--- src/rtl/road_scroll_renderer.sv ---
// Road scroll renderer: classifies each scan pixel into grass, road, painted
// lines or lane dividers, scrolls the dashed dividers by a per-frame distance,
// and blinks the edge lines orange while the hazard signal is held.
// Two-stage pixel pipeline: stage 1 holds the colour class, stage 2 holds RGB.
module road_scroll_renderer #(
  parameter int NUM_LANES  = 4,
  parameter int ROAD_X0    = 145,
  parameter int SHOULDER_W = 10,
  parameter int LINE_W     = 10,
  parameter int LANE_W     = 70,
  parameter int DASH_LOG2  = 6,
  parameter int BLINK_LOG2 = 4
) (
  input  logic        Clk,
  input  logic        Reset_n,
  input  logic [9:0]  DrawX,
  input  logic [9:0]  DrawY,
  input  logic        pix_valid_in,
  input  logic        frame_start,
  input  logic [3:0]  speed,
  input  logic        pause,
  input  logic        hazard,
  output logic [7:0]  Red,
  output logic [7:0]  Green,
  output logic [7:0]  Blue,
  output logic        pix_valid_out,
  output logic [10:0] Distance
);

  // Road geometry, all measured in pixel columns.
  localparam int ROAD_SPAN  = 2*SHOULDER_W + (NUM_LANES+1)*LINE_W + NUM_LANES*LANE_W;
  localparam int ROAD_X1    = ROAD_X0 + ROAD_SPAN;
  localparam int LANE_P     = LANE_W + LINE_W;
  localparam int CENTER_DIV = NUM_LANES / 2;
  localparam bit HAS_CENTER = (NUM_LANES % 2) == 0;
  localparam int SCREEN_W   = 640;

  localparam logic [23:0] RGB_GRASS  = 24'h1C_A3_39;
  localparam logic [23:0] RGB_ROAD   = 24'h31_31_31;
  localparam logic [23:0] RGB_WHITE  = 24'hFF_FF_FF;
  localparam logic [23:0] RGB_ORANGE = 24'hF3_98_00;

  // CI_DASH is a dashed divider whose on/off phase is resolved in stage 2.
  typedef enum logic [2:0] {
    CI_GRASS,
    CI_ROAD,
    CI_WHITE,
    CI_ORANGE,
    CI_DASH
  } color_idx_e;

  logic [10:0] distance_q, distance_d;
  logic [7:0]  frame_cnt_q, frame_cnt_d;

  logic        valid1_q;
  logic [9:0]  x1_q;
  logic        dash1_q;
  color_idx_e  ci1_q, ci1_d;

  logic        valid2_q;
  logic [23:0] rgb2_q, rgb2_d;

  logic        blink_on;
  logic [9:0]  ydist;

  assign blink_on = hazard && frame_cnt_q[BLINK_LOG2];
  assign ydist    = DrawY - distance_q[9:0];

  // Scroll distance and hazard frame counter for the next cycle.
  always_comb begin
    distance_d  = distance_q;
    frame_cnt_d = frame_cnt_q;
    if (frame_start && !pause) distance_d = distance_q + 11'(speed);
    if (!hazard)          frame_cnt_d = 8'd0;
    else if (frame_start) frame_cnt_d = frame_cnt_q + 8'd1;
  end

  // Stage-1 colour classification from the column position.
  always_comb begin
    // NOTE: every output of a comb block gets a default first so no path
    // leaves it unassigned and no latch is inferred.
    int x_int;
    int rel;
    int lane_rel;
    color_idx_e edge_ci;
    x_int    = int'({22'd0, DrawX});
    rel      = x_int - ROAD_X0;
    lane_rel = rel - SHOULDER_W - LINE_W;
    edge_ci  = blink_on ? CI_ORANGE : CI_WHITE;
    ci1_d    = CI_GRASS;
    if (x_int >= ROAD_X0 && x_int < ROAD_X1 && x_int < SCREEN_W) begin
      ci1_d = CI_ROAD;
      if (rel >= SHOULDER_W && rel < SHOULDER_W + LINE_W) begin
        ci1_d = edge_ci;
      end else if (rel >= ROAD_SPAN - SHOULDER_W - LINE_W &&
                   rel <  ROAD_SPAN - SHOULDER_W) begin
        ci1_d = edge_ci;
      end else begin
        // Divider k sits in the last LINE_W columns of lane period k.
        for (int k = 1; k < NUM_LANES; k++) begin
          if (lane_rel >= k*LANE_P - LINE_W && lane_rel < k*LANE_P) begin
            ci1_d = (HAS_CENTER && k == CENTER_DIV) ? CI_ORANGE : CI_DASH;
          end
        end
      end
    end
  end

  // Stage-2 palette lookup; blank when the stage-1 slot is empty.
  always_comb begin
    rgb2_d = 24'd0;
    if (valid1_q) begin
      unique case (ci1_q)
        CI_GRASS:  rgb2_d = RGB_GRASS;
        CI_ROAD:   rgb2_d = RGB_ROAD;
        CI_WHITE:  rgb2_d = RGB_WHITE;
        CI_ORANGE: rgb2_d = RGB_ORANGE;
        CI_DASH:   rgb2_d = dash1_q ? RGB_WHITE : RGB_ROAD;
        default:   rgb2_d = RGB_GRASS;
      endcase
      if (x1_q >= 10'(SCREEN_W)) rgb2_d = RGB_GRASS;
    end
  end

  // State registers: scroll, blink counter and both pipeline stages.
  always_ff @(posedge Clk or negedge Reset_n) begin
    // NOTE: the pipeline stages are cleared on reset (not just the valids)
    // so a reset mid-frame drops in-flight pixels and blanks RGB at once.
    if (!Reset_n) begin
      distance_q  <= 11'd0;
      frame_cnt_q <= 8'd0;
      valid1_q    <= 1'b0;
      x1_q        <= 10'd0;
      dash1_q     <= 1'b0;
      ci1_q       <= CI_GRASS;
      valid2_q    <= 1'b0;
      rgb2_q      <= 24'd0;
    end else begin
      // NOTE: non-blocking assignments here so every register samples the
      // pre-edge values, e.g. a pixel sharing a cycle with frame_start sees
      // the old distance.
      distance_q  <= distance_d;
      frame_cnt_q <= frame_cnt_d;
      valid1_q    <= pix_valid_in;
      x1_q        <= DrawX;
      dash1_q     <= ydist[DASH_LOG2];
      ci1_q       <= ci1_d;
      valid2_q    <= valid1_q;
      rgb2_q      <= rgb2_d;
    end
  end

  assign Red           = rgb2_q[23:16];
  assign Green         = rgb2_q[15:8];
  assign Blue          = rgb2_q[7:0];
  assign pix_valid_out = valid2_q;
  assign Distance      = distance_q;

endmodule

--- config.mk ---
export PLATFORM = sky130hd
export DESIGN_NAME = road_scroll_renderer
export DESIGN_NICKNAME = d
export VERILOG_FILES = /design/src/rtl/road_scroll_renderer.sv
export SDC_FILE = /design/constraint.sdc
export NUM_CORES = 1
export LEC_CHECK = 0
export ABC_CLOCK_PERIOD_IN_PS = 2200
export CORE_AREA = 10 10 82 84
export CTS_CLUSTER_SIZE = 12
export DETAILED_ROUTE_END_ITERATION = 12
export DIE_AREA = 0 0 92 94
export MAX_ROUTING_LAYER = met4
export PLACE_DENSITY = 0.8
export SLEW_MARGIN = 20
export SYNTH_ARGS = -nofsm -noshare
export SYNTH_HDL_FRONTEND = slang
export SYNTH_SLANG_ARGS = --single-unit
--- constraint.sdc ---
create_clock -name Clk -period 2.2 [get_ports Clk]
set_input_delay 0.44 -clock Clk [delete_from_list [all_inputs] [get_ports Clk]]
set_output_delay 0.44 -clock Clk [all_outputs]
set_load 0.01 [all_outputs]
# [Word-level counts from Yosys, hierarchy flattened]
# Cells that the tools add are included.
# Widths: inputs -> output; s select.
[word_totals] input_bits=30 output_inout_bits=36 ff_bits=59 word_cells=56
[op_classes] n_reduce_logical=10 magnitude_cmp=14 n_addsub=6 eq_ne=5 n_mux=13
[ops] op="$pmux 24 s4" n=1
[ops] op="$mux 24" n=3
[ops] op="$ge 13x9->1 const B" n=2
[ops] op="$lt 13x9->1 const B" n=2
[ops] op="$mux 3" n=6
[ops] op="$mux 8" n=2
[ops] op="$ge 13x8->1 const B" n=1
[ops] op="$lt 13x8->1 const B" n=1
[ops] op="$sub 12x5->13 const B" n=1
[ops] op="$sub 11x5->12 const B" n=1
[ops] op="$add 11x4->11" n=1
[ops] op="$ge 11x10->1 const B" n=1
[ops] op="$ge 11x5->1 const B" n=1
[ops] op="$lt 11x10->1 const B" n=1
[ops] op="$lt 11x6->1 const B" n=1
[ops] op="$sub 10x8->11 const B" n=1
[ops] op="$ge 10x10->1 const B" n=1
[ops] op="$ge 10x8->1 const B" n=1
[ops] op="$lt 10x10->1 const B" n=1
[ops] op="$lt 10x9->1 const B" n=1
[ops] op="$logic_and 1x1->1" n=9
[ops] op="$add 8x1->8 const B" n=1
[ops] op="$sub 7x7->7" n=1
[ops] op="$eq 3x2->1 const B" n=2
[ops] op="5 further kinds" n=5

# [Depth between registers and ports, before layout]
# Gate-level depths: netlist of run 1.
[depth] depth_word=11 depth_mapped=12 ltp_nobuf=11

# [Worst setup path before layout of run 1]
# Ideal clock, no wire load.
[synth_path] kind="input to register" startpoint="input DrawX[2]" endpoint="register ci1_q[0]" t_required_ns=2.074 arrival_ns=2.615 cell_stages=11 path_slack_ns=-0.541 path_buffers=1 setup_ns=0.126 path_cell_list="clkbuf_1 nor3_1 xnor2_1 inv_1 ha_1 o2111ai_1 o211ai_1 or3_1 o21ai_1 a32oi_1 o311a_1"
[synth_between] elab_chain_cells=11 elab_cells_between_ends=29 classes_between="3 x add/sub; 13 x order compare; 6 x mux; 7 x reduce/logical"
[synth_rtl] item="start: declaration" line="16" text="input logic [9:0] DrawX,"
[synth_rtl] item="$sub 10x8->11" line="87" text="rel = x_int - ROAD_X0;"
[synth_rtl] item="$sub 11x5->12" line="88" text="lane_rel = rel - SHOULDER_W - LINE_W;"
[synth_rtl] item="$sub 12x5->13" line="88"
[synth_rtl] item="$ge 13x8->1 or $lt 13x8->1 (tied branches)" line="101" text="if (lane_rel >= k*LANE_P - LINE_W && lane_rel < k*LANE_P) begin"
[synth_rtl] item="$logic_and 1x1->1" line="101"
[synth_rtl] item="$mux 3 (3 in series)" line="101"
[synth_rtl] item="$mux 3" line="95" text="end else if (rel >= ROAD_SPAN - SHOULDER_W - LINE_W &&"
[synth_rtl] item="$mux 3" line="93" text="if (rel >= SHOULDER_W && rel < SHOULDER_W + LINE_W) begin"
[synth_rtl] item="$mux 3 *" line="91" text="if (x_int >= ROAD_X0 && x_int < ROAD_X1 && x_int < SCREEN_W) begin"
[synth_rtl] item="named net ci1_d[0]" line="58" text="color_idx_e ci1_q, ci1_d;"
[synth_rtl] item="end signal: assignment" line="147" text="ci1_q <= ci1_d;"
[synth_rtl] item="end: declaration" line="58"
# The timed path passes the listed nets; every way through them passes the cells marked *.
# A chain may end at the register's enable or synchronous reset.

# [Worst setup path in the final report of run 1]
[layout_path] startpoint="input DrawX[0]" endpoint="register ci1_q[0]"
# Same word-level chain as after synthesis.

==> metrics.md, run 1 <==
| Metric | Value |
|---|---|
| Die area | `8650 µm²` |
| Total CTS buffers | `5` |
| Pre-antenna DRT Iters | `4` |
| YS warnings | `0` |
| Hold Fails Final Rpt | `0` |
| DR top layer | `met4` |
| Initial Utilization | `0.464` |
| Vias in the first global route | `2286` |
| Routed Antenna Nets | `0` |
| GRT overflow | `0` |
| Crit path kind | `in2reg` |
| CTS Buffer Depth | `2` |
| Status | `complete, but fails checks` |
| Final instance area | `3590 µm²` |
| Area grow syn2layout | `52.4%` |
| Share of layout cells above drive strength 1 | `0.270` |
| Max Clk Rate | `417 MHz` |
| Max-slew violation count | `0` |
| Final worst path period need | `2.40 ns` |
| Post-synth cell types | `52` |
| DIE WIDTH | `92 µm` |
| Crit share post-route | `1.09` |
| Worst EP required | `2.37 ns` |
| Max-cap violations | `0` |
| RSZ-0062 raised after global routing | `yes` |
| Worst-path maximum fanout | `4` |
| Skew final | `0.00943 ns` |
| Root Buffer | `clkbuf_8` |
| Setup slack after layout | `-0.200 ns` |
| Worst skew pair latency | `0.28 ns` |
| Dpl ws | `-0.928 ns` |
| Routed WL | `6.86 mm` |
| Dpl cell area | `3360 µm²` |
| DR vias/cell | `5.25` |
| Fin Hold WS | `0.448 ns` |
| Vias | `2291` |
| Synth top area share | `0.330` |
| Peak VDD IR | `378 µV` |
| Worst slew margin | `0.640` |
| CP startpoint kind | `input pin` |
| I/O pin count | `66` |
| Ant. Diodes | `0` |
| CTS tree | `yes` |
| Top post-synthesis cells by area | `dfrtp_1 33%, xnor2_1 8.6%, ha_1 8.5%, buf_4 5.7%, inv_1 2.9%` |
| Register bit total from synthesis | `31` |
| Wire length on met2 | `between 3 and 4 mm` |
| Synth top cells by count | `31 x dfrtp_1, 23 x xnor2_1, 18 x buf_4, 18 x inv_1, 16 x ha_1` |
| H-tree levels | `2` |
| Initial antenna violation count | `0` |
| First-pass GRT wire length | `11.0 mm` |
| Core area | `5070 µm²` |
| Largest net degree at the start of global routing | `32` |
| DP Wirelength | `5.18 mm` |
| Routed len/inst | `between 15 and 20 µm` |
| Post-synth top area cell | `dfrtp_1` |
| Met3 WL | `between 300 and 400 µm` |
| Initial drt markers | `118` |
| Failing checks | `negative setup slack` |
| Row cnt | `26` |
| Final setup fails | `3` |
| Async SR Flop Fraction | `1.00` |
| DIE HEIGHT | `~94 µm` |
| Avg Cell Area, Syn | `9.05 µm²` |
| Layout Nets | `412` |
| CP Capture Type | `flip-flop` |
| Post-synth top flop | `dfrtp_1` |
| Number of port buffers | `62` |
| Synth Instances | `260` |
| Syn_nets | `307` |
| Hold WC Path Type | `reg2reg` |
| Worst Path Arrival | `2.57 ns` |
| CTS sink cnt | `31` |
| # DRC | `0` |
| Pleak | `approximately 1.6 nW` |
| Metal-1 WL | `2.91 mm` |
| Clock Pin Slew Worst Setup and Hold Paths | `around 0.07 ns` |
| EDFF count, synth | `0` |
| Worst-Margin Slew | `between 0.5 and 0.6 ns` |
| GP Congestion | `0.895` |
| Most numerous cell in the Yosys netlist | `dfrtp_1` |
| Sequential element share of the synthesized area | `0.330` |
| Post-Syn Area | `2350 µm²` |
| Total track usage | `0.156` |
| Final Util | `0.707` |
| Power Density | `655 nW/µm²` |
[layout by cell type (no fill, tap or decap), types with 3 or more instances in the layout]
cell type	n
a31oi_1	3
nand3_1	6
inv_1	17
buf_6	3
o21a_1	5
nand4_1	6
clkbuf_8	5
dfrtp_1	31
a21o_1	6
buf_4	59
clkdlybuf4s50_1	57
nand2_1	15
xor2_1	5
and2_1	5
o21ai_0	8
ha_1	14
nand2b_1	7
o221ai_1	3
nor2_1	13
a21oi_1	9
xnor2_1	20
nor2b_1	9
[report_power, final]
group	total (mW)	switching (mW)	internal, mW
logic	1.13	0.503	0.623
clock network	0.434	0.212	0.222
registers	0.789	0.117	0.672
[cells by family (layout without fill, tap and decap cells)]
family / Yosys count / after routing / synth area share
AO/OA/AOI/OAI: 60 / 60 / 0.182
XOR/XNOR: 28 / 28 / 0.104
adder cells (fa/ha/maj): 17 / 17 / 0.0936
buffers and inverters: 42 / 148 / 0.0962
flip-flops: 31 / 31 / 0.330
multiplexers: 3 / 3 / 0.0133
AND/OR/NAND/NOR: 79 / 79 / 0.181
[worst max-delay path: stages]
cell	delay, ns
buf_6	0.10
buf_6	0.11
nor3_4	0.20
xnor2_2	0.15
inv_1	0.08
ha_4	0.17
nor2b_1	0.11
o21a_1	0.13
o211ai_1	0.13
or3_1	0.35
o21ai_2	0.14
a32oi_2	0.08
o311a_1	0.37
[timing repair]
item / in CTS / in global routing
pin swaps: 12 / 1
resized for setup: 34 / 8
hold buffers: 0 / 0
setup buffers: 3 / 4
endpoints found under the hold margin: 0 / 0
endpoints found under the setup margin: 3 / 6
[final cells by class]
| type | count | area (µm²) |
|---|---|---|
| clock buffers | 7 | 76.3 |
| clock inverters | 1 | 5.00 |
| fillers | 364 | 1490 |
| inverters | 18 | 67.6 |
| multi-input cells | 187 | 1510 |
| flip-flops and latches | 31 | 776 |
| well taps | 70 | 87.6 |
| repair buffers | 122 | 1070 |
[registers in the layout, summed over array words and instances (netlist names)]
signal and count:
frame_cnt_q 5, rgb2_q 7, Distance 11, ci1_q 3
x1_q 3, dash1_q 1, valid1_q 1
[stage by stage]
step | setup TNS (ns) | instances | total power, mW
floorplan | -0.596 | 260 | 1.34
global placement | -3.42 | 421 | 1.80
detailed placement | -3.69 | 421 | 1.85
CTS | -0.340 | 432 | 2.31
global route | -0.922 | 436 | 2.51
finish | -0.525 | 436 | 2.35
[per-layer routing]
metal,GRT usage,vias up
met5,-,-
met4,0.0488,0
met3,0.0280,13
met2,0.265,74
met1,0.183,1095
li1,-,1109
[final timing paths]
check / slack, ns / cells past startpoint / startpoint / to
setup / recovery: -0.20 / 13 / DrawX[0] / ci1_q[0]
hold / removal: 0.45 / 0 / valid1_q / rgb2_q[20]
setup reg to reg: 0.25 / 9 / Distance[0] / Distance[10]
hold reg to reg: 0.45 / 0 / valid1_q / rgb2_q[20]
max in group asynchronous: 1.37 / 2 / Reset_n / rgb2_q[22]
min in group asynchronous: 0.54 / 2 / Reset_n / Distance[10]
Power figures use the tool's default switching activity.
==> inputs of run 2 (changes only) <==
--- a/config.mk
+++ b/config.mk
@@ -5,7 +5,7 @@
 export SDC_FILE = /design/constraint.sdc
 export NUM_CORES = 1
 export LEC_CHECK = 0
-export ABC_CLOCK_PERIOD_IN_PS = 2200
+export ABC_CLOCK_PERIOD_IN_PS = 2700
 export CORE_AREA = 10 10 82 84
 export CTS_CLUSTER_SIZE = 12
 export DETAILED_ROUTE_END_ITERATION = 12
==> constraint.sdc (replaced) <==
create_clock -name Clk -period 2.7 [get_ports Clk]
set_input_delay 0.54 -clock Clk [delete_from_list [all_inputs] [get_ports Clk]]
set_output_delay 0.54 -clock Clk [all_outputs]
set_load 0.01 [all_outputs]
==> run 2 against run 1 <==
The run now ends clean; design area fell by 4.4%; setup slack improved by 0.25 ns; non-clock buffer count fell by 16; via count fell by 6.0%; final cell count fell by 3.7%; sequential power fell by 19%; wire length fell by 9.1%; global-route usage fell by 1.0 points; worst hold slack got worse by 0.0048 ns; first-iteration DRC count fell by 41%.
==> metrics.md, run 2 (synthesis gave the netlist of run 1 again) <==
| Metric | Value |
|---|---|
| DP Wirelength | `5.05 mm (-2.5%)` |
| Pre-antenna DRT Iters | `4 (unchanged)` |
| Sw Share | `0.338 (-0.0165)` |
| Share of layout cells above drive strength 1 | `0.214 (-0.0562)` |
| Final instance area | `3430 µm² (-4.4%)` |
| DIE WIDTH | `92 µm (unchanged)` |
| Initial drt markers | `70 (-41%)` |
| Final setup fails | `0 (-3)` |
| Worst skew pair latency | `0.28 ns (about the same)` |
| Routed WL | `6.23 mm (-9.1%)` |
| Peak VDD IR | `290 µV (-23%)` |
| Max Clk Rate | `377 MHz` |
| CP startpoint kind | `input pin` |
| H-tree levels | `2 (unchanged)` |
| Largest net degree at the start of global routing | `32 (unchanged)` |
| Pleak | `1.50 nW (-5.4%)` |
| Slowest cell on crit path | `or3_1` |
| Initial antenna violation count | `0 (unchanged)` |
| Crit share post-route | `0.982` |
| Total power | `1.86 mW (-21%)` |
| Seq pwr share | `0.343 (+0.007)` |
| I/O pin count | `66 (unchanged)` |
| Max-cap violations | `0 (unchanged)` |
| Max-slew violation count | `0 (unchanged)` |
| Layout Nets | `396 (-3.9%)` |
| RSZ-0062 raised after global routing | `yes` |
| Row cnt | `26 (unchanged)` |
| Worst Path Arrival | `2.81 ns (+0.24 ns)` |
| Internal power | `1.23 mW (-19%)` |
| Die area | `8650 µm² (unchanged)` |
| CTS Buffer Depth | `2 (unchanged)` |
| Vias in the first global route | `2210 (-3.3%)` |
| Initial Utilization | `0.464 (unchanged)` |
| Commonest non-fill, non-tap cell in the layout | `clkdlybuf4s50_1` |
| Routed Antenna Nets | `0 (unchanged)` |
| CTS sink cnt | `31 (unchanged)` |
| Critical Path Max Stage Delay | `0.37 ns (about the same)` |
| Number of port buffers | `62 (unchanged)` |
| GRT overflow | `0 (unchanged)` |
| Routed len/inst | `14.8 µm (-5.7%)` |
| Area grow syn2layout | `45.7%` |
| # DRC | `0 (unchanged)` |
| Buffers and inverters on the worst path | `4 (+1)` |
| Hold WC Path Type | `reg2reg` |
| P_sw | `0.628 mW (-24%)` |
| Clock Pin Slew Worst Setup and Hold Paths | `0.06 ns (about the same)` |
| Core area | `5070 µm² (unchanged)` |
| Status | `completed` |
| Setup TNS | `0 ns (+0.525 ns)` |
| Worst slew margin | `0.653 (+0.0136)` |
| Total CTS buffers | `5 (unchanged)` |
| DIE HEIGHT | `94 µm (unchanged)` |
| First-pass GRT wire length | `10.3 mm (-6.5%)` |
| Worst-path maximum fanout | `5 (+1)` |
| Top Family by Delay on Critical Path | `compound AO/OA/AOI/OAI gates` |
| DR vias/cell | `5.13 (-2.4%)` |
| Clock power share | `0.214 (+0.029)` |
| Fin Hold WS | `0.443 ns (-0.00481 ns)` |
| Root Buffer | `clkbuf_8` |
| CTS tree | `yes` |
| Final worst path period need | `2.65 ns` |
| Dpl cell area | `3200 µm² (-5.0%)` |
| Ant. Diodes | `0 (unchanged)` |
| Crit path kind | `in2reg` |
| Power Density | `543 nW/µm² (-17%)` |
| Vias | `2154 (-6.0%)` |
| Comb pwr share | `0.443 (-0.036)` |
| Worst EP required | `2.86 ns (+0.49 ns)` |
| Skew final | `0.00651 ns (-0.00291 ns)` |
| Hold Fails Final Rpt | `0 (unchanged)` |
| CP Capture Type | `flip-flop` |
| Max reg flops | `11 (unchanged)` |
| GP Congestion | `0.902 (+0.77%)` |
| Worst-Margin Slew | `0.514 ns (-0.0226 ns)` |
| Most frequent cells in the layout | `58 x clkdlybuf4s50_1, 42 x buf_4, 31 x dfrtp_1` |
| Worst-path cell chain | `clkbuf_2, buf_6, nor3_4, xnor2_1, inv_1, ha_4, buf_4, o21ai_1, o211ai_1, or3_1, o21ai_2, a32oi_2, o311a_1` |
| Total track usage | `0.146 (-0.0101)` |
## run 2: changes by cell type in the layout (fill, tap and decap cells not counted), moves of 2 or more
cell and delta:
clkbuf_2 +4, clkbuf_8 +2, buf_4 -17, buf_2 -2
a21oi_2 -2, a21oi_1 +2, o31ai_1 +2
## run 2: power groups by stage
stage / combinational (mW) / clock, mW / sequential [mW]
CTS: 0.815 / 0.407 / 0.638
finish: 0.824 / 0.399 / 0.638
floorplan: 0.418 / 0 / 0.659
detailed placement: 0.798 / 0 / 0.647
global route: 0.914 / 0.427 / 0.653
global placement: 0.771 / 0 / 0.640
## run 2: path summary, 6_finish.rpt
| path | startpoint | end | slack, ns | cells after the start |
|---|---|---|---|---|
| max reg2reg | Distance[0] | Distance[8] | 0.65 | 9 |
| min reg2reg | valid1_q | rgb2_q[20] | 0.44 | 0 |
| min in group asynchronous | Reset_n | Distance[0] | 0.64 | 2 |
| min | valid1_q | rgb2_q[20] | 0.44 | 0 |
| max | DrawX[1] | ci1_q[0] | 0.05 | 13 |
| max in group asynchronous | Reset_n | Distance[7] | 1.76 | 2 |
## run 2: layout make-up
cell class,count,area [µm²]
clock buffer,8,100
fill,428,1650
inverter,18,67.6
multi-input combinational,187,1460
sequential,31,776
tap,70,87.6
timing repair buffer,106,938
## run 2: worst reg2reg max path, cell delays in order (launching register included)
cell	delay [ns]
dfrtp_1	0.40
ha_1	0.19
inv_1	0.06
fa_1	0.41
nor2b_1	0.12
o21ai_0	0.09
a21oi_1	0.18
and3_1	0.24
nand3_1	0.11
xnor2_1	0.14
## run 2: per-stage QoR
step	setup WS (ns)	cells	utilization
floorplan	0.0234	260	-
global placement	-0.590	406	0.630
detailed placement	-0.619	406	0.630
CTS	0.00940	416	0.665
global route	-0.0381	420	0.676
finish	0.0477	420	0.676
## run 2: metal layers
| layer | vias up | share of wire | track usage |
|---|---|---|---|
| met5 | - | 0 | - |
| met1 | 1008 | 0.45 | 0.165 |
| met3 | 10 | 0.053 | 0.0280 |
| li1 | 1071 | - | - |
| met4 | 0 | 0.017 | 0.0450 |
| met2 | 65 | 0.48 | 0.254 |
## run 2: timing repair
action | 4_1_cts | 5_1_grt
hold endpoints to repair | 0 | 0
endpoints found under the setup margin | 3 | 3
buffers inserted | 2 | 4
gates resized for setup | 17 | 14
hold buffers | 0 | 0
pin swaps | 9 | 8
